<file path="config.mk">
export PLATFORM = sky130hd
export DESIGN_NAME = regfile_write_arbiter
export DESIGN_NICKNAME = d
export VERILOG_FILES = /design/src/rtl/regfile_write_arbiter.sv
export SDC_FILE = /design/constraint.sdc
export NUM_CORES = 1
export LEC_CHECK = 0
export BUFFER_PORTS_ARGS = -buffer_cell sky130_fd_sc_hd__buf_2
export CAP_MARGIN = 20
export CELL_PAD_IN_SITES_DETAIL_PLACEMENT = 1
export CELL_PAD_IN_SITES_GLOBAL_PLACEMENT = 1
export CORE_MARGIN = 5
export CORE_UTILIZATION = 40
export DETAILED_ROUTE_END_ITERATION = 7
export PLACE_DENSITY = 0.76
export SYNTH_ARGS = -nofsm -noshare
export SYNTH_HDL_FRONTEND = slang
export SYNTH_SLANG_ARGS = --single-unit
</file>
<file path="constraint.sdc">
create_clock -name clkIn -period 2.7 [get_ports clkIn]
set_clock_uncertainty 0.05 [all_clocks]
set_input_delay 0.54 -clock clkIn [delete_from_list [all_inputs] [get_ports clkIn]]
set_output_delay 0.54 -clock clkIn [all_outputs]
set_load 0.005 [all_outputs]
</file>
<file path="src/rtl/regfile_write_arbiter.sv">
// Arbitrates the register-file write port between writeback and a buffered aux requester.
// Writeback wins by default; a starvation counter forces a one-cycle stall so aux entries drain.
module regfile_write_arbiter #(
  parameter int DEPTH        = 4,
  parameter int STARVE_LIMIT = 8
) (
  input  logic        clkIn,
  input  logic        resetIn,
  input  logic        wbWriteIn,
  input  logic [4:0]  wbRdIn,
  input  logic [31:0] wbDataIn,
  input  logic        auxValidIn,
  input  logic [4:0]  auxRdIn,
  input  logic [31:0] auxDataIn,
  output logic        auxReadyOut,
  output logic        stallOut,
  output logic [4:0]  rdOut,
  output logic [31:0] dataOut,
  output logic        writeOut,
  output logic [31:0] pendingOut,
  output logic        errOut
);

  localparam int PTR_W = (DEPTH > 1) ? $clog2(DEPTH) : 1;
  localparam int CNT_W = $clog2(DEPTH + 1);
  localparam int SW    = $clog2(STARVE_LIMIT + 1);

  logic [4:0]       fifo_rd_q   [DEPTH];
  logic [31:0]      fifo_data_q [DEPTH];
  logic [PTR_W-1:0] wr_ptr_q, wr_ptr_d;
  logic [PTR_W-1:0] rd_ptr_q, rd_ptr_d;
  logic [CNT_W-1:0] count_q, count_d;
  logic [SW-1:0]    starve_q, starve_d;
  logic             write_q, write_d;
  logic [4:0]       rd_q, rd_d;
  logic [31:0]      data_q, data_d;
  logic             err_q, err_d;

  logic             empty, full, push, pop;
  logic             grant_fifo, grant_wb;
  logic [4:0]       gnt_rd;
  logic [31:0]      gnt_data;
  logic [PTR_W-1:0] idx;
  logic [31:0]      pend;

  assign empty       = (count_q == '0);
  assign full        = (count_q == CNT_W'(DEPTH));
  assign auxReadyOut = !full;
  assign stallOut    = (starve_q == SW'(STARVE_LIMIT)) && !empty;
  assign push        = auxValidIn && !full;
  assign pop         = grant_fifo;

  always_comb begin
    grant_fifo = 1'b0;
    grant_wb   = 1'b0;
    if (stallOut)        grant_fifo = 1'b1;
    else if (wbWriteIn)  grant_wb   = 1'b1;
    else if (!empty)     grant_fifo = 1'b1;
    gnt_rd   = grant_fifo ? fifo_rd_q[rd_ptr_q]   : wbRdIn;
    gnt_data = grant_fifo ? fifo_data_q[rd_ptr_q] : wbDataIn;
  end

  always_comb begin
    wr_ptr_d = wr_ptr_q;
    rd_ptr_d = rd_ptr_q;
    count_d  = count_q;
    starve_d = starve_q;
    write_d  = 1'b0;
    rd_d     = rd_q;
    data_d   = data_q;
    err_d    = err_q || (stallOut && wbWriteIn);
    if (push) wr_ptr_d = wr_ptr_q + PTR_W'(1);
    if (pop)  rd_ptr_d = rd_ptr_q + PTR_W'(1);
    if (push && !pop)      count_d = count_q + CNT_W'(1);
    else if (pop && !push) count_d = count_q - CNT_W'(1);
    // Only WB grants made while aux work is waiting count toward starvation.
    if (empty || grant_fifo)
      starve_d = '0;
    else if (grant_wb && starve_q != SW'(STARVE_LIMIT))
      starve_d = starve_q + SW'(1);
    if (grant_fifo || grant_wb) begin
      rd_d    = gnt_rd;
      data_d  = gnt_data;
      write_d = (gnt_rd != 5'd0);
    end
  end

  always_comb begin
    pend = '0;
    idx  = rd_ptr_q;
    for (int i = 0; i < DEPTH; i++) begin
      idx = rd_ptr_q + PTR_W'(i);
      if (CNT_W'(i) < count_q && fifo_rd_q[idx] != 5'd0)
        pend[fifo_rd_q[idx]] = 1'b1;
    end
  end

  assign pendingOut = pend;

  always_ff @(posedge clkIn or negedge resetIn) begin
    if (!resetIn) begin
      wr_ptr_q <= '0;
      rd_ptr_q <= '0;
      count_q  <= '0;
      starve_q <= '0;
      write_q  <= 1'b0;
      rd_q     <= '0;
      data_q   <= '0;
      err_q    <= 1'b0;
    end else begin
      wr_ptr_q <= wr_ptr_d;
      rd_ptr_q <= rd_ptr_d;
      count_q  <= count_d;
      starve_q <= starve_d;
      write_q  <= write_d;
      rd_q     <= rd_d;
      data_q   <= data_d;
      err_q    <= err_d;
    end
  end

  // Payload storage needs no reset: validity is tracked by count/pointers.
  always_ff @(posedge clkIn) begin
    if (push) begin
      fifo_rd_q[wr_ptr_q]   <= auxRdIn;
      fifo_data_q[wr_ptr_q] <= auxDataIn;
    end
  end

  assign writeOut = write_q;
  assign rdOut    = rd_q;
  assign dataOut  = data_q;
  assign errOut   = err_q;

endmodule

</file>
==> run metrics <==
Post-synth EDFFs 148; RSZ-0062 raised after global routing yes; CTS Hold Bufs 0; Ports 151; core area 23,300 um2; diode count 0; count of different cell masters after synthesis 58; filler cell count 2,378; synth warn 0; WL final 28.5 mm; Critical Path RT 2110 ps; Area growth, synth to finish 28.8%; htree depth 4; post-DR wirelength/cell 23.5 um; Setup TNS -12,860 ps; top cell type's share of synthesized area 47.0%; CP Cell Sequence buf_12 > buf_4 > mux4_2 > and2_4 > buf_6 > a32oi_2 > o221ai_1 > buf_2; area occupied by registers 5700 um2; Synth area leaders edfxtp_1 (47%), dfrtp_1 (13%), mux4_2 (12%); DRT antenna net count 0; Syn Inst Count 661; cell taking the most area after synthesis edfxtp_1; vias in the first global route 7,522; DRC viols 0; clock buffer depth 2; pin count of the biggest net entering global routing 42; FF-to-FF Start rd_ptr_q[0]; latest clock arrival within the worst-skew pair 440 ps; Max Slew Vio Count 0; most frequent cells in the layout buf_2 (149), edfxtp_1 (148), buf_4 (72); CTS tree done; CP Launch Type register; share of cells above drive strength 1 43.7%; measured slew at the worst slew-check pin 934 ps; nets 973; maximum VDD drop 0.000568 V; final setup vio count 31; Vias 6,858; global route overflow 0; syn_nets 750; Hold Fails Final Rpt 0; Root Buffer clkbuf_16; Pre-antenna DRT Iters 7; failing checks negative setup slack; Port-buffer cells 149; Final Instance Count excl. Fillers 1,216; floorplan row count 56; Crit. End Element output pin; Worst Hold Class in2async; Mapped Area 9450 um2; sequential area share after synthesis 60.3%; CTS Buf Count 17; Initial DRC Count 581; routed vias/inst 5.64; Max Cap Viol 0; ys async rst share 25.3%; Placed Cells 1,162; Crit Path Max Fanout 7; slowest stage cell on the critical path dfrtp_4; Die X 164 um; Initial Utilization 40.5%; CP peak stage delay 560 ps; clk sink count 198; Leakage 4.78 nW; CTS clk-pin slew, worst paths 90 ps; first-pass GRT wire length 44.1 mm; initial antenna violation count 4; final worst path period share 119%; die area 26,800 um2; GPL Wtd Cong 0.931; status finished, violations left; area of the multi-input gates 3690 um2; crit path time final 3210 ps; maximum clock rate 312 MHz; All-Layer GR Usage 21.6%; critical path type reg2out; commonest non-fill, non-tap cell in the layout buf_2; Yosys reg bits 198; CP Data Arrival Time 2620 ps; Final WS setup -508 ps; Die Ht 164 um; pwr dens 1210 nW/um2; Syn Area/Cell 14.3 um2; Worst Setup SP rd_ptr_q[0]; Final HPWL DP 19.7 mm; Slew HR 37.8%; top_reg_cell synth edfxtp_1
timing repair:
| action | in CTS | in global routing |
|---|---|---|
| gates resized for setup | 40 | 22 |
| buffers inserted | 20 | 3 |
| cloned | 1 | 0 |
| endpoints found under the setup margin | 31 | 32 |
| pin swaps | 26 | 7 |
power breakdown:
part	switching [mW]	leakage [nW]	internal [mW]	total [mW]
registers	0.385	1.94	4.10	4.48
logic	4.08	2.54	3.55	7.63
clock network	1.34	0.300	1.29	2.63
total	5.80	4.78	8.94	14.7
flip-flops by register name, summed over array words and instances (netlist names):
register	count
wr_ptr_q	2
starve_q	4
fifo_data_q	128
rdOut	5
dataOut	32
count_q	3
errOut	1
fifo_rd_q	20
writeOut	1
rd_ptr_q	2
Yosys cell counts, types with 2 or more instances:
cell type / instances
and2_0: 3
or3_1: 2
and3_1: 7
and2_1: 3
and2b_1: 2
a21oi_1: 16
nor4b_2: 3
buf_6: 6
nand4b_1: 4
nor2_1: 29
a32oi_1: 23
mux2i_1: 15
o211ai_1: 3
xor2_1: 3
a22oi_1: 17
o21ai_0: 28
and2_4: 3
a21o_1: 2
mux4_2: 52
edfxtp_1: 148
nand2_1: 71
buf_2: 11
xnor2_1: 5
inv_1: 9
nor3_1: 3
and4b_1: 6
dfrtp_1: 50
nor2b_1: 13
nand4_1: 11
o22ai_1: 2
o311ai_1: 2
nor2_2: 2
buf_4: 5
ha_1: 11
nor4b_4: 2
nand3_1: 36
clkbuf_1: 21
a221o_1: 4
nand2b_1: 9
kinds of logic (layout without fill, tap and decap cells):
logic type	Yosys count	after routing	share of synthesized area [%]
simple gates	218	218	12.8
flops	198	198	60.3
compound gates	105	105	7.77
mux	67	67	14.0
buf+inv	53	289	2.93
fa+ha+maj	11	11	1.46
xor+xnor	8	8	0.742
other cells	1	1	0.0397
stage by stage:
stage / util (%) / setup WS, ps / hold slack [ps] / cell area, um2 / total power, mW
CTS: 51.6 / -455 / 184 / 12000 / 14.5
global placement: 47.4 / -82.4 / 386 / 11100 / 11.1
global route: 52.1 / -583 / 219 / 12200 / 15.5
floorplan: - / 302 / 194 / 9450 / 8.37
finish: 52.1 / -508 / 186 / 12200 / 14.7
detailed placement: 47.4 / -106 / 405 / 11100 / 11.3
critical path: cells and delay by family (launching register included):
kind	cells	cell delay, ps
flops	1	560
buf+inv	4	600
mux	1	470
simple gates	1	170
compound gates	2	380
worst paths after layout:
| kind | end | slack, ps | cells past startpoint |
|---|---|---|---|
| min in group clkIn | fifo_data_q[1][10] | 260 | 1 |
| setup / recovery | pendingOut[19] | -510 | 8 |
| max in group asynchronous | dataOut[17] | 1620 | 2 |
| hold reg to reg | dataOut[10] | 420 | 2 |
| setup reg to reg | dataOut[2] | 350 | 6 |
| hold / removal | rdOut[1] | 190 | 1 |
cell type report:
type                       instances  area share [%]
timing repair buffer             248            14.1
clock inverter                    15            1.71
inverter                           9           0.278
sequential                       198            46.9
clock buffer                      17            3.50
tap                              319            3.28
multi-input combinational        410            30.3
per-layer routing:
layer	GRT usage (%)	share of wire, %	vias up	routed length [um]
met4	5.76	1.5	8	427
li1	-	-	3030	-
met5	0	0.21	-	59
met2	37.8	52	276	14800
met1	27.0	40	3502	11500
met3	5.05	6.1	42	1750
Note: power is estimated with default switching activity, not from simulation.
